## src/rtl/cipher_uart_rx.sv

```systemverilog
// cipher_uart_rx: 16x-oversampled UART receiver with 3-sample majority voting, optional parity
// and a receive buffer; defining CIPHER_RX_FIFO_EN turns the holding register into a 4-entry FIFO.
module cipher_uart_rx #(
  parameter int CLK_FREQ    = 30_000_000,
  parameter int BAUD        = 9600,
  parameter int DATA_BITS   = 8,
  parameter int PARITY      = 0,
  parameter int SYNC_STAGES = 2
) (
  input  logic                 clk,
  input  logic                 rst_n,
  input  logic                 rx_in,
  output logic [DATA_BITS-1:0] rx_data,
  output logic                 rx_valid,
  input  logic                 rx_ready,
  output logic                 parity_err,
  output logic                 frame_err,
  output logic                 overrun,
  output logic                 busy
);

  localparam int DIV   = CLK_FREQ / (BAUD * 16);
  localparam int DIV_W = (DIV > 1) ? $clog2(DIV) : 1;

  typedef enum logic [2:0] {IDLE, START, DATA, PAR, STOP} state_e;

  state_e                 state_q, state_d;
  logic [SYNC_STAGES-1:0] sync_q;
  logic                   rx_prev_q;
  logic [DIV_W-1:0]       div_q, div_d;
  logic [3:0]             tick_q, tick_d;
  logic [3:0]             bit_q, bit_d;
  logic [1:0]             smp_q, smp_d;
  logic [DATA_BITS-1:0]   shift_q, shift_d;
  logic                   par_bad_q, par_bad_d;
  logic                   perr_q, perr_d;
  logic                   ferr_q, ferr_d;
  logic                   ovr_q;
  logic                   rx_s, tick, vote, push, pop, full, wr_en;

  assign rx_s       = sync_q[SYNC_STAGES-1];
  assign tick       = (state_q != IDLE) && (div_q == DIV_W'(DIV - 1));
  // The third vote is the live tick-9 sample, so a bit resolves on the tick-9 edge itself.
  assign vote       = (smp_q[0] & smp_q[1]) | (smp_q[0] & rx_s) | (smp_q[1] & rx_s);
  assign busy       = (state_q != IDLE);
  assign pop        = rx_valid & rx_ready;
  assign wr_en      = push & (~full | pop);
  assign parity_err = perr_q;
  assign frame_err  = ferr_q;
  assign overrun    = ovr_q;

  always_ff @(posedge clk or negedge rst_n) begin
    if (!rst_n) begin
      sync_q    <= '1;
      rx_prev_q <= 1'b1;
      state_q   <= IDLE;
      div_q     <= '0;
      tick_q    <= '0;
      bit_q     <= '0;
      smp_q     <= '0;
      shift_q   <= '0;
      par_bad_q <= 1'b0;
      perr_q    <= 1'b0;
      ferr_q    <= 1'b0;
      ovr_q     <= 1'b0;
    end else begin
      // NOTE: non-blocking assignments so every flop samples pre-edge values.
      sync_q    <= {sync_q[SYNC_STAGES-2:0], rx_in};
      rx_prev_q <= rx_s;
      state_q   <= state_d;
      div_q     <= div_d;
      tick_q    <= tick_d;
      bit_q     <= bit_d;
      smp_q     <= smp_d;
      shift_q   <= shift_d;
      par_bad_q <= par_bad_d;
      perr_q    <= perr_d;
      ferr_q    <= ferr_d;
      ovr_q     <= push & full & ~pop;
    end
  end

  // The tick count runs on through START into DATA; bit_q == 0 marks the tail of the start
  // bit, whose tick-9 event is skipped so every later bit is voted at its own centre.
  always_comb begin
    // NOTE: every output of this block gets a default first, so no latches are inferred.
    state_d   = state_q;
    div_d     = div_q;
    tick_d    = tick_q;
    bit_d     = bit_q;
    smp_d     = smp_q;
    shift_d   = shift_q;
    par_bad_d = par_bad_q;
    perr_d    = 1'b0;
    ferr_d    = 1'b0;
    push      = 1'b0;

    if (state_q == IDLE) begin
      div_d  = '0;
      tick_d = '0;
    end else if (tick) begin
      div_d  = '0;
      tick_d = tick_q + 4'd1;
    end else begin
      div_d  = div_q + DIV_W'(1);
    end

    if (tick && tick_q == 4'd6) smp_d[0] = rx_s;
    if (tick && tick_q == 4'd7) smp_d[1] = rx_s;

    case (state_q)
      IDLE: begin
        if (rx_prev_q && !rx_s) begin
          state_d   = START;
          bit_d     = '0;
          par_bad_d = 1'b0;
        end
      end
      START: begin
        if (tick && tick_q == 4'd7) state_d = rx_s ? IDLE : DATA;
      end
      DATA: begin
        if (tick && tick_q == 4'd8) begin
          bit_d = bit_q + 4'd1;
          if (bit_q != 4'd0) shift_d = {vote, shift_q[DATA_BITS-1:1]};
          if (bit_q == 4'(DATA_BITS)) state_d = (PARITY != 0) ? PAR : STOP;
        end
      end
      PAR: begin
        if (tick && tick_q == 4'd8) begin
          par_bad_d = (PARITY == 2) ? (vote == ^shift_q) : (vote != ^shift_q);
          state_d   = STOP;
        end
      end
      STOP: begin
        if (tick && tick_q == 4'd8) begin
          state_d = IDLE;
          if (!vote)          ferr_d = 1'b1;
          else if (par_bad_q) perr_d = 1'b1;
          else                push   = 1'b1;
        end
      end
      default: state_d = IDLE;
    endcase
  end

`ifdef CIPHER_RX_FIFO_EN
  logic [DATA_BITS-1:0] mem_q [4];
  logic [1:0]           wr_q, rd_q;
  logic [2:0]           cnt_q;

  assign full     = cnt_q[2];
  assign rx_valid = (cnt_q != 3'd0);
  assign rx_data  = rx_valid ? mem_q[rd_q] : '0;

  // NOTE: storage is not reset; the output gate above hides stale entries.
  always_ff @(posedge clk) begin
    if (wr_en) mem_q[wr_q] <= shift_q;
  end

  always_ff @(posedge clk or negedge rst_n) begin
    if (!rst_n) begin
      wr_q  <= '0;
      rd_q  <= '0;
      cnt_q <= '0;
    end else begin
      if (wr_en) wr_q <= wr_q + 2'd1;
      if (pop)   rd_q <= rd_q + 2'd1;
      cnt_q <= cnt_q + {2'b00, wr_en} - {2'b00, pop};
    end
  end
`else
  logic [DATA_BITS-1:0] hold_q;
  logic                 hold_v_q;

  assign full     = hold_v_q;
  assign rx_valid = hold_v_q;
  assign rx_data  = hold_q;

  always_ff @(posedge clk or negedge rst_n) begin
    if (!rst_n) begin
      hold_q   <= '0;
      hold_v_q <= 1'b0;
    end else begin
      if (wr_en) hold_q <= shift_q;
      hold_v_q <= wr_en | (hold_v_q & ~pop);
    end
  end
`endif

endmodule
```

## config.mk

```make
export PLATFORM = sky130hd
export DESIGN_NAME = cipher_uart_rx
export DESIGN_NICKNAME = d
export VERILOG_FILES = /design/src/rtl/cipher_uart_rx.sv
export SDC_FILE = /design/constraint.sdc
export NUM_CORES = 1
export LEC_CHECK = 0
export CELL_PAD_IN_SITES_DETAIL_PLACEMENT = 0
export CELL_PAD_IN_SITES_GLOBAL_PLACEMENT = 1
export CORE_UTILIZATION = 38
export DETAILED_ROUTE_END_ITERATION = 10
export PLACE_DENSITY_LB_ADDON = 0.12
export SLEW_MARGIN = 20
export SYNTH_ARGS = -nofsm -noshare
export SYNTH_HDL_FRONTEND = slang
export SYNTH_SLANG_ARGS = --single-unit
```

## constraint.sdc

```tcl
create_clock -name clk -period 1.82 [get_ports clk]
set_input_delay 0.364 -clock clk [delete_from_list [all_inputs] [get_ports clk]]
set_output_delay 0.364 -clock clk [all_outputs]
set_load 0.03 [all_outputs]
```

==> flow_metrics.tcl, run 1 <==
set metrics [dict create \
    fmax_mhz 538 \
    wl_met1_um 2160 \
    maxCapViolCount 0 \
    grt_overflow 0 \
    reg2reg_slack_ns -0.04 \
    yosys_warnings 0 \
    clock_path_buffers 2 \
    rsz0062_at_grt "true" \
    synth_seq_cells 45 \
    ys_async_sr_fraction_pct 100 \
    antenna_found_initial 0 \
    yosysTopAreaCell "dfrtp_1" \
    cpPeakStageDelay_ns 0.39 \
    cp_top_family "simple AND/OR/NAND/NOR gates" \
    first_global_vias 1689 \
    tns_ns -0.201 \
    synth_xor_xnor_area_share_pct 7.26 \
    status "finished, violations left" \
    synth.avg_cell_area_sq_um 12.0 \
    rows 27 \
    critPathLaunchType "flip-flop" \
    p_int_mw 1.58 \
    cts_root_buffer "clkbuf_8" \
    diodes 0 \
    routedWlPerCell_um 14.0 \
    crit_arrival_ns 2.04 \
    final_hold_viol_count 0 \
    reg2reg_depth 7 \
    port_buffers 16 \
    nNetsFinal 261 \
    synth_top_family_by_area "simple AND/OR/NAND/NOR gates" \
    tightestPinTransition_ns 0.475 \
    max-vdd-ir-drop_mv 0.551 \
    dr_wl_met3_um 117 \
    yosys.area_share.adder_pct 4.36 \
    wl_met2_um 2160 \
    drive_above_1_share_pct 38.2 \
    coreArea_sq_mm 0.00561 \
    synth_edf_count 0 \
    clkPwrFrac_pct 28.8 \
    ant_nets 0 \
    layout_setup_ws_ns -0.0395 \
    setup_violations 9 \
    die_x_um 78.8 \
    ys_types 48 \
    crit_start "div_q[0]" \
    violations "setup timing" \
    drt-vias-per-instance 4.84 \
    fin_crit_sh_pct 102 \
    detail_route.wirelength_um 4510 \
    top_layer "met4" \
    critical_path_class "reg -> reg" \
    synth_cells 187 \
    synth_area_leaders "dfrtp_1 (47%), mux2_4 (5.4%), mux2_1 (4.5%)" \
    die_y_um 78.8 \
    cts_made_buffers 5 \
    insertion_delay_ns 0.30 \
    seq_power_share_pct 52.0 \
    powerDensity_mw_per_mm2 725 \
    firstDrtPassIters 4 \
    critical-path-slowest-cell "dfrtp_1" \
    slew_headroom_pct 68.1 \
    switching_share_pct 27.7 \
    io_pins 17 \
    hold_buffers 0 \
    final_cell_mix "dfrtp_1 (42), buf_4 (39), mux2_4 (17)" \
    cts_tree "yes" \
    cts.sinks 45 \
    yosys.area_share.simple_pct 17.7 \
    fin_crit_ns 1.86 \
    initial_core_util_pct 39.9 \
    die-area_sq_mm 0.00620 \
    netlist_area_sq_mm 0.00224 \
    crit_path_end_kind "flip-flop" \
    grt_max_degree 27 \
    grt_pass1_wl_um 7810 \
    leakage_nw 1.35 \
    ys_seq_area_share_pct 50.4 \
    r2r-start "div_q[0]" \
    muxShareOfSynthArea_pct 11.3 \
    grt_usage_pct 16.2 \
    layout.area.seq_sq_mm 0.00113 \
    synth_top_area_share_pct 46.9 \
    cp.required_ns 2.00 \
    place.gp.congestion 0.844 \
    fill_cells 510 \
    final_max_slew_viol_count 0 \
    route.detailed.drc 0 \
    via_count 1562 \
    multiInputGateArea_sq_mm 0.00114 \
    cp_max_fo 8 \
    crit_chain "inv_1 -> ha_2 -> nor3b_4 -> nand4_1 -> nor3_4 -> buf_12 -> mux2_4" \
    finClkSkew_ns 0.0107 \
    reg2reg_to "shift_q[4]" \
    drt_iter0_drc 56 \
    finish.utilization_pct 53.7 \
    power.switching_mw 0.604 \
    synthFlopType "dfrtp_1" \
    combPwrFrac_pct 19.2 \
    dp_cells 307 \
    h-tree-depth 2 \
    path_buf_inv 2 \
    final_cells 323 \
    place_hpwl_um 3280 \
    cts.clk_slew.worst_paths_ns 0.09 \
    hold_class "in -> async" \
    mostFrequentLayoutCell "dfrtp_1" \
    synth-compound-area-share_pct 5.47 \
    syn-num-nets 198 \
    area_growth_pct 34.4 \
]
flip-flops by register name, summed over array words and instances (netlist names):
register,cells
state_q,3
rx_prev_q,1
frame_err,1
div_q,8
smp_q,2
overrun,1
tick_q,4
parity_err,1
par_bad_q,1
sync_q,2
shift_q,8
bit_q,4
rx_valid,1
rx_data,8
final cells by class:
class	count	area share, %
multi-input combinational	128	37.9
timing repair buffer	60	17.2
sequential	45	37.5
clock inverter	3	0.748
inverter	10	1.33
tap	72	2.99
clock buffer	5	2.29
stage by stage:
stage	instance area [sq um]	power (mW)	hold slack [ns]	worst slack, ns
2_1_floorplan	2250	1.35	0.0684	-0.00352
5_1_grt	3010	2.30	0.0206	-0.117
4_1_cts	2940	2.19	0.0179	-0.0605
6_report	3010	2.18	0.00311	-0.0395
3_5_place_dp	2750	1.55	0.347	-0.208
3_3_place_gp	2750	1.53	0.339	-0.134
worst max-delay path by stage:
stage                      end  slack, ns  cells past startpoint
floorplan           shift_q[7]     -0.004                      6
global placement    rx_data[4]      -0.13                      6
detailed placement  rx_data[2]      -0.21                      6
CTS                 shift_q[4]      -0.06                      7
global route        shift_q[4]      -0.12                      7
finish              shift_q[4]      -0.04                      7
metal layers:
metal,global-route usage [%],vias up
met5,0,-
met2,26.4,18
met4,5.74,0
li1,-,779
met3,3.79,6
met1,21.1,759
logic make-up after synthesis:
family / after synthesis
adders and majority gates: 8
xor gates and xnor gates: 17
buffers and inverters: 14
and+or+nand+nor: 64
AOI/OAI and AO/OA: 19
DFF: 45
muxes: 20
cell usage after synthesis, types with 2 or more instances:
library cell,count
a21oi_1,4
o31ai_1,3
ha_1,7
nand2_1,3
and3_1,3
nor2_2,2
mux2_4,8
nand3_1,12
dfrtp_1,42
o21ai_0,5
xor2_1,7
buf_6,2
nor3_4,2
nor2b_1,3
mux2_1,9
nor3_1,4
nor3b_1,2
mux2_2,2
xnor2_1,9
inv_1,9
buf_4,2
nand4_1,3
dfstp_2,3
nor2_1,17
repair_timing:
item                       in CTS  in global routing
setup endpoints to repair      21                 26
buffers inserted                4                  4
pin swaps                       5                  6
gates resized for setup        22                 11
power by group through the flow:
stage / clock, mW / combinational [mW] / sequential [mW]
floorplan: 0 / 0.165 / 1.18
global placement: 0 / 0.387 / 1.15
detailed placement: 0 / 0.400 / 1.15
CTS: 0.649 / 0.410 / 1.13
global route: 0.690 / 0.470 / 1.14
finish: 0.629 / 0.418 / 1.13
Note: power is estimated with default switching activity, not from simulation.
==> run 2: changes to the inputs <==
--- a/config.mk
+++ b/config.mk
@@ -8,6 +8,7 @@
 export CELL_PAD_IN_SITES_DETAIL_PLACEMENT = 0
 export CELL_PAD_IN_SITES_GLOBAL_PLACEMENT = 1
 export CORE_UTILIZATION = 38
+export CTS_CLUSTER_SIZE = 30
 export DETAILED_ROUTE_END_ITERATION = 10
 export PLACE_DENSITY_LB_ADDON = 0.12
 export SLEW_MARGIN = 20
==> results of run 2 <==
The final DEF is identical to that of run 1; final timing and power are the same.
==> variant 1: new RTL, config.mk and constraints of run 1 <==
Set the parameter `PARITY` to 1 (it was 0).
--- a/src/rtl/cipher_uart_rx.sv
+++ b/src/rtl/cipher_uart_rx.sv
@@ -5,5 +5,5 @@
   parameter int BAUD        = 9600,
   parameter int DATA_BITS   = 8,
-  parameter int PARITY      = 0,
+  parameter int PARITY      = 1,
   parameter int SYNC_STAGES = 2
 ) (
Check against the original RTL: no difference found for any inputs over 10 cycles, from zero or initial values and one cycle with rst_n low; that may be too few to reach the edited logic, so the function may still have changed.
==> variant 1 against run 1 <==
The run still ends with setup timing left; utilization shrank 3.1 points; via count shrank 7.9%; area after synthesis shrank 3.9%; total power grew 0.43%; global-route usage shrank 1.3 points; final area shrank 8.0%; worst setup slack lost 0.073 ns; routed wire length shrank 12%; sequential cell count is the same; critical endpoint is now bit_q[2]$_DFFE_PN0P_; largest cell class is now registers.
==> variant 1: results (changes against run 1) <==
- Post-synthesis adder-cell area fraction: 4.535% (+0.18 points)
- Syn Nets: 192 (-3.0%)
- Initial antenna violation count: 0 (unchanged)
- Top post-synthesis cells by area: dfrtp_1 49%, mux2_2 6.8%, mux2_4 5.6%
- First-pass GRT wire length: 6982 µm (-11%)
- All-Layer GR Usage: 14.95% (-1.3 points)
- Pre-CTS WS: -0.2090 ns (-0.0008850 ns)
- Fillers: 494 (-3.1%)
- Arrival time at the worst endpoint: 2.11 ns (+0.07 ns)
- Multi-input gate area: 991.0 µm² (-13%)
- Vias: 1439 (-7.9%)
- Post-synthesis xor/xnor area fraction: 7.558% (+0.30 points)
- WL/cell: 13.03 µm (-6.6%)
- Final setup vio count: 14 (+5)
- Seq/Total Area, Yosys: 52.50% (+2.1 points)
- Layout cell share with drive strength beyond 1: 31.76% (-6.5 points)
- Status: finished, violations left
- Synth Area in Compound Gates: 2.674% (-2.8 points)
- Number of global-route vias before repair: 1487 (-12%)
- Placed Instance Area: 0.002635 mm² (-4.1%)
- Final #Nets: 243 (-6.9%)
- Placed Cells incl. Taps: 296 (-3.6%)
- Vias per std cell: 4.718 (-2.4%)
- Worst setup margin: -0.1121 ns (-0.07259 ns)
- Mux cell area share after synthesis: 12.85% (+1.5 points)
- P_sw: 547.4 µW (-9.4%)
- Slew at the pin with the worst max-slew slack: 0.5488 ns (+0.07373 ns)
- Initial DRC Count: 36 (-36%)
- Distinct cells, synth: 39 (-19%)
- Setup Skew: 0.003239 ns (-0.007470 ns)
- Worst-path fanout max: 2 (-6)
- Clk Latency, worst-skew pair: 0.29 ns
- Largest net degree at the start of global routing: 24 (-11%)
- Final GP Congestion: 0.7745 (-8.3%)
- Maximum vdd drop: 0.0004266 V (-23%)
- Final HPWL DP: 3024 µm (-7.8%)
- Setup TNS: -1.005 ns (-0.8037 ns)
- Synth top cells by count: 42 x dfrtp_1, 16 x nor2_1, 14 x nand3_1
- Gate Count Post-Synth: 181 (-3.2%)
- Failing checks: setup timing
- Static leakage: 0.001292 µW (-4.4%)
- Top Family by Delay on Critical Path: multiplexers
-- variant 1: timing repair --
item | in CTS | in global routing
setup endpoints to repair | 18 | 26
pin swaps | 3 | 0
setup buffers | 1 | 0
resized for setup | 3 | 7
-- variant 1: power by group through the flow --
stage | clock, µW | combinational (µW) | sequential (µW)
after floorplan | 0 | 169 | 1170
after global placement | 0 | 388 | 1150
after detailed placement | 0 | 392 | 1150
after CTS | 697 | 395 | 1130
after global routing | 740 | 448 | 1150
final | 668 | 391 | 1130
-- variant 1: layer usage --
layer,part of all wire [%],track usage (%)
met1,46,19.91
met2,51,23.63
met3,2.7,3.333
met5,0,0
met4,0.98,5.660
-- variant 1: cell type report --
cell class | count | area share (%)
multi-input cells | 123 | 35.79
repair buffers | 48 | 15.27
flip-flops and latches | 45 | 40.80
clock inverters | 1 | 0.1807
well taps | 72 | 3.253
inverters | 9 | 1.220
clock buffers | 7 | 3.479
-- variant 1: path summary, 6_finish.rpt --
path,endpoint,slack [ns],start,cells past startpoint
setup reg to reg,bit_q[2]$_DFFE_PN0P_,-0.11,div_q[0]$_DFF_PN0_,8
min in group clk,sync_q[1]$_DFF_PN1_,0.37,sync_q[0]$_DFF_PN1_,0
setup / recovery,bit_q[2]$_DFFE_PN0P_,-0.11,div_q[0]$_DFF_PN0_,8
hold reg to reg,sync_q[1]$_DFF_PN1_,0.37,sync_q[0]$_DFF_PN1_,0
max in group asynchronous,rx_prev_q$_DFF_PN1_,1.18,rst_n,2
hold / removal,rx_data[4]$_DFFE_PN0P_,0.05,rst_n,1
-- variant 1: worst register-to-register path: cells and delay by family (launching register included) --
family        cells  cell delay (ns)
fa+ha+maj         1             0.14
flops             1             0.39
simple gates      2             0.37
buf+inv           3             0.42
mux               2             0.51
==> variant 2: new RTL, settings of run 1 <==
Without the edit above. Register the output `frame_err` once more, cleared by the reset; this adds one clock of latency there. The other outputs are not delayed to match.
--- a/src/rtl/cipher_uart_rx.sv
+++ b/src/rtl/cipher_uart_rx.sv
@@ -47,5 +47,11 @@
   assign wr_en      = push & (~full | pop);
   assign parity_err = perr_q;
-  assign frame_err  = ferr_q;
+  always_ff @(posedge clk or negedge rst_n) begin
+    if (!rst_n) begin
+      frame_err <= '0;
+    end else begin
+      frame_err <= ferr_q;
+    end
+  end
   assign overrun    = ovr_q;
 
Behaviour: same outputs for any inputs over 10 cycles, from zero or initial values and one cycle with rst_n low; that may be too few to reach the edited logic, so the function may still have changed.
==> variant 2 against run 1 <==
The run still ends with setup timing left; sequential cell count increased by 1; via count is 0.45% lower; worst setup slack improved by 0.027 ns; global-route usage is 0.39 points lower; cell count down 5.9%; area after synthesis fell by 2.7%; maximum frequency rose by 1.5%; combinational power fell by 5.7%; routed wire length down 2.2%; final area is 6.4% lower; total power up 7.6%; clock skew decreased by 0.0020 ns; highest routed layer unchanged.
==> variant 2: results (changes against run 1) <==
- Status: finished, violations left
- Failing checks: setup timing
- Setup Skew: 0.008730 ns (-0.001980 ns)
- Post-Syn Area per Cell: 12.04 µm² (+0.49%)
- Setup TNS: -0.04426 ns (+0.1567 ns)
- Distinct cells, synth: 43 (-10%)
- Fillers: 494 (-3.1%)
- Layout cell share with drive strength beyond 1: 33.62% (-4.6 points)
- Number of global-route vias before repair: 1554 (-8.0%)
- CP max-delay cell: dfrtp_1
- DRT Wirelength: 4410 µm (-2.2%)
- First-pass GRT wire length: 7410 µm (-5.1%)
- Maximum vdd drop: 0.0005444 V (-1.2%)
- All-Layer GR Usage: 15.85% (-0.39 points)
- Vias: 1555 (-0.45%)
- Final #Nets: 242 (-7.3%)
- Finished Layout Cells: 304 (-5.9%)
- Arrival time at the worst endpoint: 2.01 ns (-0.03 ns)
- Seq/Total Area, Yosys: 53.02% (+2.6 points)
- Final HPWL DP: 3216 µm (-1.9%)
- Initial DRC Count: 59 (+5.4%)
- Final GP Congestion: 0.8205 (-2.8%)
- Final setup vio count: 6 (-3)
- Worst setup margin: -0.01249 ns (+0.02703 ns)
- Synth top cells by count: 43 x dfrtp_1, 18 x mux2_2, 14 x nand3_1
- Placed Cells incl. Taps: 293 (-4.6%)
==> variant 2: cell count changes after synthesis, moves of 3 or more <==
cell,delta
mux2_1,-9
mux2_2,+16
mux2_4,-8
nand2_1,+8
nor2_1,-4
nor3b_1,+3
o21ai_0,-3
o31ai_1,-3
==> variant 2: routing by layer <==
metal / vias to the layer above / part of all wire (%) / GRT usage, %
met2: 20 / 52 / 25.93
met1: 790 / 44 / 20.17
met5: - / 0 / 0
met4: 0 / 1.6 / 5.849
li1: 737 / - / -
met3: 8 / 2.7 / 4.000
==> variant 2: cell families (layout without fill, tap and decap cells) <==
logic type / Yosys count / in the layout / synth area share [%]
compound gates: 12 / 12 / 3.791
xor+xnor: 16 / 16 / 7.065
fa+ha+maj: 8 / 8 / 4.480
buf+inv: 13 / 64 / 2.527
flops: 46 / 46 / 53.02
mux: 21 / 21 / 10.68
simple gates: 65 / 65 / 18.44
==> variant 2: cell type report <==
class | instances | area [µm²] | share of cell area, %
Sequential cell | 46 | 1155 | 40.99
Multi-Input combinational cell | 122 | 1032 | 36.63
Timing Repair Buffer | 47 | 390.4 | 13.85
Tap cell | 72 | 90.09 | 3.197
Clock buffer | 7 | 86.33 | 3.064
Inverter | 9 | 33.78 | 1.199
Clock inverter | 1 | 30.03 | 1.066
==> variant 2: stage by stage <==
stage	setup slack, ns	area (µm²)
floorplan	-0.2237	2178
global placement	-0.02464	2613
detailed placement	-0.06489	2613
CTS	-0.03145	2765
global route	-0.1077	2818
finish	-0.01249	2818
==> variant 2: report_power, final <==
part / internal [µW] / leakage, µW / switching [µW]
clock network: 448 / 0.0000585 / 332
logic: 214 / 0.000633 / 181
registers: 1100 / 0.000614 / 68.3
==> variant 2: worst paths after layout <==
kind | to | slack [ns] | cells past startpoint
worst min-delay path | shift_q[4]$_DFFE_PN0P_ | 0.05 | 1
worst max-delay path | rx_data[0]$_DFFE_PN0P_ | -0.01 | 7
worst max register to register | rx_data[0]$_DFFE_PN0P_ | -0.01 | 7
worst min register to register | sync_q[1]$_DFF_PN1_ | 0.36 | 0
min in group clk | sync_q[1]$_DFF_PN1_ | 0.36 | 0
max in group asynchronous | rx_valid$_DFF_PN0_ | 1.20 | 2
==> variant 2: critical path: cells and delay by family, from the launching register on <==
| family | cells | cell delay [ns] |
|---|---|---|
| adder cells (fa/ha/maj) | 1 | 0.11 |
| buffers and inverters | 2 | 0.24 |
| flip-flops | 1 | 0.39 |
| multiplexers | 1 | 0.33 |
| AND/OR/NAND/NOR | 3 | 0.65 |
==> variant 2: repair_timing <==
item | 4_1_cts | 5_1_grt
buffers inserted | 1 | 3
endpoints found under the setup margin | 17 | 23
pin swaps | 0 | 3
resized for setup | 7 | 12
